## config.mk

```make
export PLATFORM = sky130hd
export DESIGN_NAME = prio_latch_enc
export DESIGN_NICKNAME = d
export VERILOG_FILES = /design/src/rtl/prio_enc_pkg.sv /design/src/rtl/prio_enc_core.sv /design/src/rtl/prio_latch_enc.sv
export SDC_FILE = /design/constraint.sdc
export NUM_CORES = 1
export LEC_CHECK = 0
export CORE_MARGIN = 3
export CORE_UTILIZATION = 40
export DETAILED_ROUTE_END_ITERATION = 8
export PLACE_DENSITY = 0.75
export SYNTH_ARGS = -nofsm -noshare
export SYNTH_HDL_FRONTEND = slang
export SYNTH_SLANG_ARGS = --single-unit
```

## constraint.sdc

```tcl
create_clock -name clk -period 1.5 [get_ports clk]
set_input_delay 0.15 -clock clk [delete_from_list [all_inputs] [get_ports clk]]
set_output_delay 0.15 -clock clk [all_outputs]
set_load 0.02 [all_outputs]
```

## src/rtl/prio_enc_pkg.sv

```systemverilog
// Shared definitions for the latched priority encoder: default request
// count, encoded index width calculation and the grant FSM state type.
package prio_enc_pkg;

   localparam int DEF_N = 8;

   // Width of an index able to address n request lines (n >= 2).
   function automatic int calc_w(input int n);
      return $clog2(n);
   endfunction

   typedef enum logic {
      IDLE = 1'b0,
      BUSY = 1'b1
   } state_t;

endpackage

```

## src/rtl/prio_enc_core.sv

```systemverilog
// Combinational priority search. Index 'top' has the highest priority and
// priority falls with decreasing index, wrapping from 0 back to N-1.
module prio_enc_core
   import prio_enc_pkg::*;
#(
   parameter int N = DEF_N,
   parameter int W = calc_w(N)
) (
   input  logic [N-1:0] vec,
   input  logic [W-1:0] top,
   output logic [W-1:0] index,
   output logic         any
);

   int          t;
   logic [W-1:0] ti;

   // Walk from lowest to highest priority so the last hit wins.
   always_comb begin
      index = '0;
      any   = 1'b0;
      t     = 0;
      ti    = '0;
      for (int i = N - 1; i >= 0; i--) begin
         t = int'(top) - i;
         if (t < 0) t = t + N;
         ti = W'(t);
         if (vec[ti]) begin
            index = ti;
            any   = 1'b1;
         end
      end
   end

endmodule

```

## src/rtl/prio_latch_enc.sv

```systemverilog
// Latched priority encoder: sticky pending register, two-state grant FSM
// (IDLE/BUSY) and a registered code/valid pair driving a tristate stage.
// Handshake: valid (and drv_en) rises with a new code and both stay stable
// until ack is sampled high in BUSY; that edge clears the granted pend bit
// (unless the same request is re-asserted on that edge) and drops valid.
// ack seen in IDLE has no effect.
// Define PRIO_LATCH_ENC_ROTATE_EN for rotating priority: after index k is
// acknowledged, k-1 (mod N) becomes the highest priority.
module prio_latch_enc
   import prio_enc_pkg::*;
#(
   parameter int N = DEF_N,
   parameter int W = calc_w(N)
) (
   input  logic         clk,
   input  logic         rst,
   input  logic [N-1:0] req,
   input  logic         ack,
   output logic [W-1:0] code,
   output logic         valid,
   output logic         drv_en,
   output logic [N-1:0] pend
);

   state_t       state_q, state_d;
   logic [N-1:0] pend_q, pend_d;
   logic [W-1:0] code_q, code_d;
   logic         valid_q, valid_d;
   logic [W-1:0] top;
   logic [W-1:0] grant_idx;
   logic         grant_any;
   logic [N-1:0] clr_mask;

`ifdef PRIO_LATCH_ENC_ROTATE_EN
   logic [W-1:0] ptr_q, ptr_d;
   assign top = ptr_q;
`else
   assign top = W'(N - 1);
`endif

   prio_enc_core #(.N(N), .W(W)) u_core (
      .vec   (pend_q),
      .top   (top),
      .index (grant_idx),
      .any   (grant_any)
   );

   assign clr_mask = {{(N-1){1'b0}}, 1'b1} << code_q;

   // Next-state logic: capture requests, grant from IDLE, release on ack.
   always_comb begin
      state_d = state_q;
      code_d  = code_q;
      valid_d = valid_q;
      pend_d  = pend_q | req;
`ifdef PRIO_LATCH_ENC_ROTATE_EN
      ptr_d   = ptr_q;
`endif
      case (state_q)
         IDLE: begin
            valid_d = 1'b0;
            if (grant_any) begin
               code_d  = grant_idx;
               valid_d = 1'b1;
               state_d = BUSY;
            end
         end
         BUSY: begin
            if (ack) begin
               // New request on the same edge re-sets the bit (set wins).
               pend_d  = (pend_q & ~clr_mask) | req;
               valid_d = 1'b0;
               state_d = IDLE;
`ifdef PRIO_LATCH_ENC_ROTATE_EN
               ptr_d   = (code_q == '0) ? W'(N - 1) : (code_q - W'(1));
`endif
            end
         end
         default: begin
            valid_d = 1'b0;
            state_d = IDLE;
         end
      endcase
   end

   // State registers with asynchronous reset; reset also blocks capture.
   always_ff @(posedge clk or posedge rst) begin
      if (rst) begin
         state_q <= IDLE;
         pend_q  <= '0;
         code_q  <= '0;
         valid_q <= 1'b0;
`ifdef PRIO_LATCH_ENC_ROTATE_EN
         ptr_q   <= W'(N - 1);
`endif
      end else begin
         state_q <= state_d;
         pend_q  <= pend_d;
         code_q  <= code_d;
         valid_q <= valid_d;
`ifdef PRIO_LATCH_ENC_ROTATE_EN
         ptr_q   <= ptr_d;
`endif
      end
   end

   assign code   = code_q;
   assign valid  = valid_q;
   assign drv_en = valid_q;
   assign pend   = pend_q;

endmodule

```

==> results of run 1 <==
==> kinds of logic (layout without fill, tap and decap cells) <==
group	Yosys count	in the layout	synth area share (%)
AO/OA/AOI/OAI	17	17	16.99
AND/OR/NAND/NOR	21	21	22.58
buffers and inverters	6	32	4.517
flip-flops	13	13	55.91
==> cell type report <==
cell class,count,share of cell area (%)
Multi-Input combinational cell,38,26.86
Clock buffer,4,3.066
Inverter,5,2.190
Sequential cell,13,37.96
Tap cell,15,2.190
Timing Repair Buffer,23,27.74
==> layer usage <==
metal	global-route usage [%]	routed length (um)	up-vias
met4	7.831	25	0
met3	5.691	108	3
li1	-	-	247
met5	0	0	-
met2	24.13	610	29
met1	19.49	615	235
==> flip-flops by register name, indices dropped and copies added (netlist names) <==
name     flops
pend         8
code         3
drv_en       1
state_q      1
==> repair_timing <==
action,4_1_cts,5_1_grt
endpoints found under the setup margin,4,5
resized for setup,4,5
hold buffers,0,0
==> path summary, 6_finish.rpt <==
| kind | from | to | slack, ns | cells past startpoint |
|---|---|---|---|---|
| max in group asynchronous | rst | pend[5] | 0.98 | 2 |
| worst max register to register | pend[3] | code[1] | 0.23 | 4 |
| min in group clk | req[6] | pend[6] | 0.42 | 2 |
| worst min register to register | drv_en | drv_en | 0.54 | 2 |
| worst min-delay path | rst | pend[1] | 0.19 | 2 |
| worst max-delay path | pend[0] | pend[0] | 0.06 | 1 |
==> power breakdown <==
part,total [mW],leakage [nW],switching [mW],internal (mW)
clock network,0.214,0.0150,0.111,0.103
logic,0.441,0.194,0.235,0.207
registers,0.529,0.125,0.101,0.428
==> cells in the final DEF, fill, tap and decap left out <==
master / synthesis / final
nor3_1: 1 / 1
a21oi_1: 3 / 3
inv_1: 5 / 5
o31a_2: 1 / 1
o31ai_1: 2 / 2
nand2b_1: 9 / 9
nor4_1: 1 / 1
a21o_2: 1 / 1
clkdlybuf4s50_1: 0 / 14
nor4_2: 2 / 2
dlymetal6s2s_1: 0 / 5
clkbuf_1: 0 / 1
dlygate4sd2_1: 0 / 4
dfrtp_1: 13 / 13
nand3_1: 1 / 1
nand3b_1: 2 / 2
nand2_1: 4 / 4
nor2_1: 1 / 1
o21ai_0: 10 / 10
clkbuf_4: 0 / 3
==> results.py, run 1 <==
metrics = {
    "cells_and_area": {
        "syn_to_final_growth_pct": 47.31,
        "diodes": 0,
        "seqCellArea_um2": 325.3,
        "layout.cells.non_filler": 98,
        "nets": 95,
        "stdcell_area_um2": 857.1,
        "drive_above_1_share_pct": 8.434,
        "fillers": 111,
        "multi_input_area_um2": 230.2,
        "fin_util_pct": 64.26,
    },
    "global_route": {
        "grt_pass1_vias": 508,
        "grt_usage_pct": 15.75,
        "grt_pass1_wl_um": 2180,
        "grt_max_degree": 14,
        "antenna_found_initial": 0,
        "gr-total-overflow": 0,
    },
    "routing": {
        "first_pass_iters": 4,
        "drt_iter0_markers": 19,
        "via_per_inst": 5.245,
        "wl_per_cell_um": 13.87,
        "postRouteAntennaNets": 0,
        "wl_um": 1359,
        "vias": 514,
        "drc": 0,
    },
    "sta": {
        "max_clock_freq_mhz": 696.3,
        "worst_slack_ns": 0.06391,
        "skew_ns": 0.007872,
        "fin_worst_hold_slack_ns": 0.1866,
        "min_period_over_period_pct": 95.74,
        "fin_setup_tns_ns": 0,
        "hold_violations": 0,
        "rsz0062_at_grt": "false",
        "slew_headroom_pct": 67.80,
        "setup_viol": 0,
        "tightest_slew_ns": 0.4825,
        "final-max-slew-violation-count": 0,
        "period_minus_slack_ns": 1.436,
    },
    "clock_tree": {
        "cts.sinks": 13,
        "post_cts_buffers": 0,
        "clock_path_buffers": 2,
        "path_clk_slew_ns": 0.08,
        "cts_tree": "yes",
        "cts.root.buffer_cell": "clkbuf_4",
        "cts_made_buffers": 3,
        "clk_latency_ns": 0.28,
        "cts_htree_levels": 1,
    },
    "logic_synthesis": {
        "synth_area_leaders": "dfrtp_1 56%, nand2b_1 9.7%, o21ai_0 8.6%",
        "synthTopCellsByCount": "13 x dfrtp_1, 10 x o21ai_0, 9 x nand2b_1, 5 x inv_1, 4 x nand2_1",
        "synth_cell_types": 16,
        "synth_top_cell_by_area": "dfrtp_1",
        "synthCells": 57,
        "postSynth.asyncResetShare_pct": 100.0,
        "synth.avg_cell_area_um2": 10.21,
        "yosys_warnings": 0,
        "synth_fp_nets": 68,
        "synth-edff-count": 0,
        "yosysMostFrequentCell": "dfrtp_1",
        "syn_area_um2": 581.8,
        "synthFlopType": "dfrtp_1",
        "synth_top_area_share_pct": 55.91,
        "yosysSeqAreaShare_pct": 55.91,
        "ys_seq_elements": 13,
    },
    "place": {
        "place_inst": 94,
        "placed_cell_area_um2": 823.3,
        "portBuffers": 23,
        "preCtsSetupSlack_ns": 0.2119,
        "dp_hpwl_um": 1041,
        "gp_congestion": 0.8604,
    },
    "min_path": {
        "hold_path_class": "in2async",
    },
    "pwr": {
        "max-vdd-ir-drop_uv": 601.3,
        "p_per_area_nw_per_um2": 1382,
        "leakage_nw": 0.3340,
        "p_total_mw": 1.184,
    },
    "die": {
        "dieArea_um2": 1948,
        "initial_core_util_pct": 43.62,
        "rows": 13,
        "ioPinCount": 24,
        "chipWidth_um": 44.14,
        "core_area_um2": 1334,
        "die_h_um": 44.14,
    },
    "worst_setup_path": {
        "path_class": "reg2out",
        "crit_path_cell_trace": "clkdlybuf4s50_1",
        "cp_data_required_time_ns": 1.35,
        "path_buf_inv": 1,
        "cp_slowest_cell": "clkdlybuf4s50_1",
        "path_delay_family": "buffers and inverters",
        "crit_arrival_ns": 1.29,
        "cpPeakStageDelay_ns": 0.62,
        "start_kind": "flop",
        "crit_path_max_fanout": 3,
        "critPathCaptureType": "output port",
    },
    "run_status": {
        "status": "complete, no violations",
    },
    "job": {
        "drv_cap": 0,
    },
}
Power figures use the tool's default switching activity.
==> run 2, diff against run 1 <==
CTS_BUF_LIST = sky130_fd_sc_hd__clkbuf_4 sky130_fd_sc_hd__clkbuf_8 sky130_fd_sc_hd__clkbuf_16   (was unset)
GPL_ROUTABILITY_DRIVEN = 0   (was unset)
TNS_END_PERCENT = 5   (was unset)
==> results.py, run 2 (synthesis gave the netlist of run 1 again) <==
metrics = {
    "cells_and_area": {
        "layout_common_cells": "14 x clkdlybuf4s50_1, 13 x dfrtp_1, 10 x o21ai_0, 9 x nand2b_1",
        "nets": 95,
        "drive_above_1_share_pct": 9.639,
        "largest_reg_flops": 8,
        "layout_commonest_cell": "clkdlybuf4s50_1",
        "seqCellArea_um2": 325.3,
        "syn_to_final_growth_pct": 47.96,
        "fillers": 110,
        "multi_input_area_um2": 230.2,
        "diodes": 0,
        "fin_util_pct": 64.54,
    },
    "job": {
        "drv_cap": 0,
    },
    "sta": {
        "min_period_over_period_pct": 95.62,
        "setup_viol": 0,
        "fin_setup_tns_ns": 0,
        "slew_headroom_pct": 67.85,
        "final-max-slew-violation-count": 0,
        "tightest_slew_ns": 0.4817,
        "rsz0062_at_grt": "false",
        "period_minus_slack_ns": 1.434,
        "max_clock_freq_mhz": 697.2,
        "hold_violations": 0,
        "skew_ns": 0.007280,
    },
    "clock_tree": {
        "cts.root.buffer_cell": "clkbuf_4",
        "cts_htree_levels": 1,
        "post_cts_buffers": 0,
        "path_clk_slew_ns": 0.08,
        "cts_made_buffers": 3,
        "cts.sinks": 13,
        "holdBufCountCts": 0,
        "clk_latency_ns": 0.28,
        "cts_tree": "yes",
        "clock_path_buffers": 2,
    },
    "global_route": {
        "antenna_found_initial": 0,
        "gr-total-overflow": 0,
        "grt_pass1_wl_um": 2159,
        "grt_usage_pct": 15.58,
        "grt_max_degree": 14,
        "grt_pass1_vias": 502,
    },
    "routing": {
        "postRouteAntennaNets": 0,
        "drc": 0,
        "drt_iter0_markers": 20,
        "wl_um": 1341,
        "vias": 511,
        "first_pass_iters": 4,
        "via_per_inst": 5.214,
        "wl_per_cell_um": 13.68,
    },
    "run_status": {
        "status": "complete, no violations",
    },
    "worst_setup_path": {
        "critPathCaptureType": "output port",
        "startpoint": "pend[0]",
        "path_delay_family": "buffers and inverters",
        "worstReg2RegStart": "pend[3]",
        "cp_slowest_cell": "clkdlybuf4s50_1",
        "path_class": "reg2out",
        "crit_arrival_ns": 1.28,
        "crit_path_cell_trace": "clkdlybuf4s50_1",
        "start_kind": "flop",
        "crit_path_max_fanout": 3,
        "path_buf_inv": 1,
        "cp_data_required_time_ns": 1.35,
        "cpPeakStageDelay_ns": 0.62,
    },
    "pwr": {
        "p_per_area_nw_per_um2": 1395,
        "leakage_nw": 0.3374,
        "max-vdd-ir-drop_uv": 654.8,
        "p_total_mw": 1.201,
    },
    "die": {
        "die_h_um": 44.14,
        "rows": 13,
        "dieArea_um2": 1948,
        "core_area_um2": 1334,
        "ioPinCount": 24,
        "chipWidth_um": 44.14,
        "initial_core_util_pct": 43.62,
    },
    "place": {
        "portBuffers": 23,
        "dp_hpwl_um": 1041,
    },
    "min_path": {
        "hold_path_class": "in2async",
    },
}
-- run 2: cell types whose count changed in the layout (fill, tap and decap cells not counted) --
cell,before,now
clkbuf_1,1,0
clkbuf_4,3,4
-- run 2: per-stage QoR --
| step | worst slack (ns) | instances | hold slack (ns) | instance area, um2 |
|---|---|---|---|---|
| 4_1_cts | 0.0008238 | 98 | 0.1989 | 848.3 |
| 3_5_place_dp | 0.2119 | 94 | 0.4958 | 823.3 |
| 2_1_floorplan | 0.2851 | 57 | 0.02696 | 581.8 |
| 6_report | 0.06568 | 98 | 0.1877 | 860.8 |
| 5_1_grt | 0.02494 | 98 | 0.2319 | 860.8 |
| 3_3_place_gp | 0.1629 | 94 | 0.4995 | 823.3 |
-- run 2: timing repair --
action / in CTS / in global routing
pin swaps: 0 / 0
setup endpoints to repair: 4 / 5
hold endpoints to repair: 0 / 0
gates resized for setup: 4 / 5
-- run 2: area by class of cell --
type	count	share of cell area, %
inverters	5	2.180
clock buffers	4	3.488
repair buffers	23	27.62
multi-input cells	38	26.74
flip-flops and latches	13	37.79
well taps	15	2.180
-- run 2: power breakdown --
part	leakage (nW)	switching (mW)	internal [mW]
logic	0.194	0.235	0.207
clock network	0.0184	0.109	0.121
registers	0.125	0.101	0.428
-- run 2: metal layers --
layer  global-route usage (%)  wire [um]  up-vias
li1                         -          -      248
met5                        0          0        -
met4                    7.831         25        0
met3                    5.691        108        3
met1                    19.49        620      231
met2                    23.55        587       29
-- run 2: worst paths after layout --
check / end / slack (ns) / cells after the start
max in group asynchronous: pend[5] / 0.98 / 2
min in group clk: pend[6] / 0.42 / 2
worst max register to register: code[1] / 0.23 / 4
worst min register to register: drv_en / 0.54 / 2
worst min-delay path: pend[3] / 0.19 / 2
worst max-delay path: pend[0] / 0.07 / 1
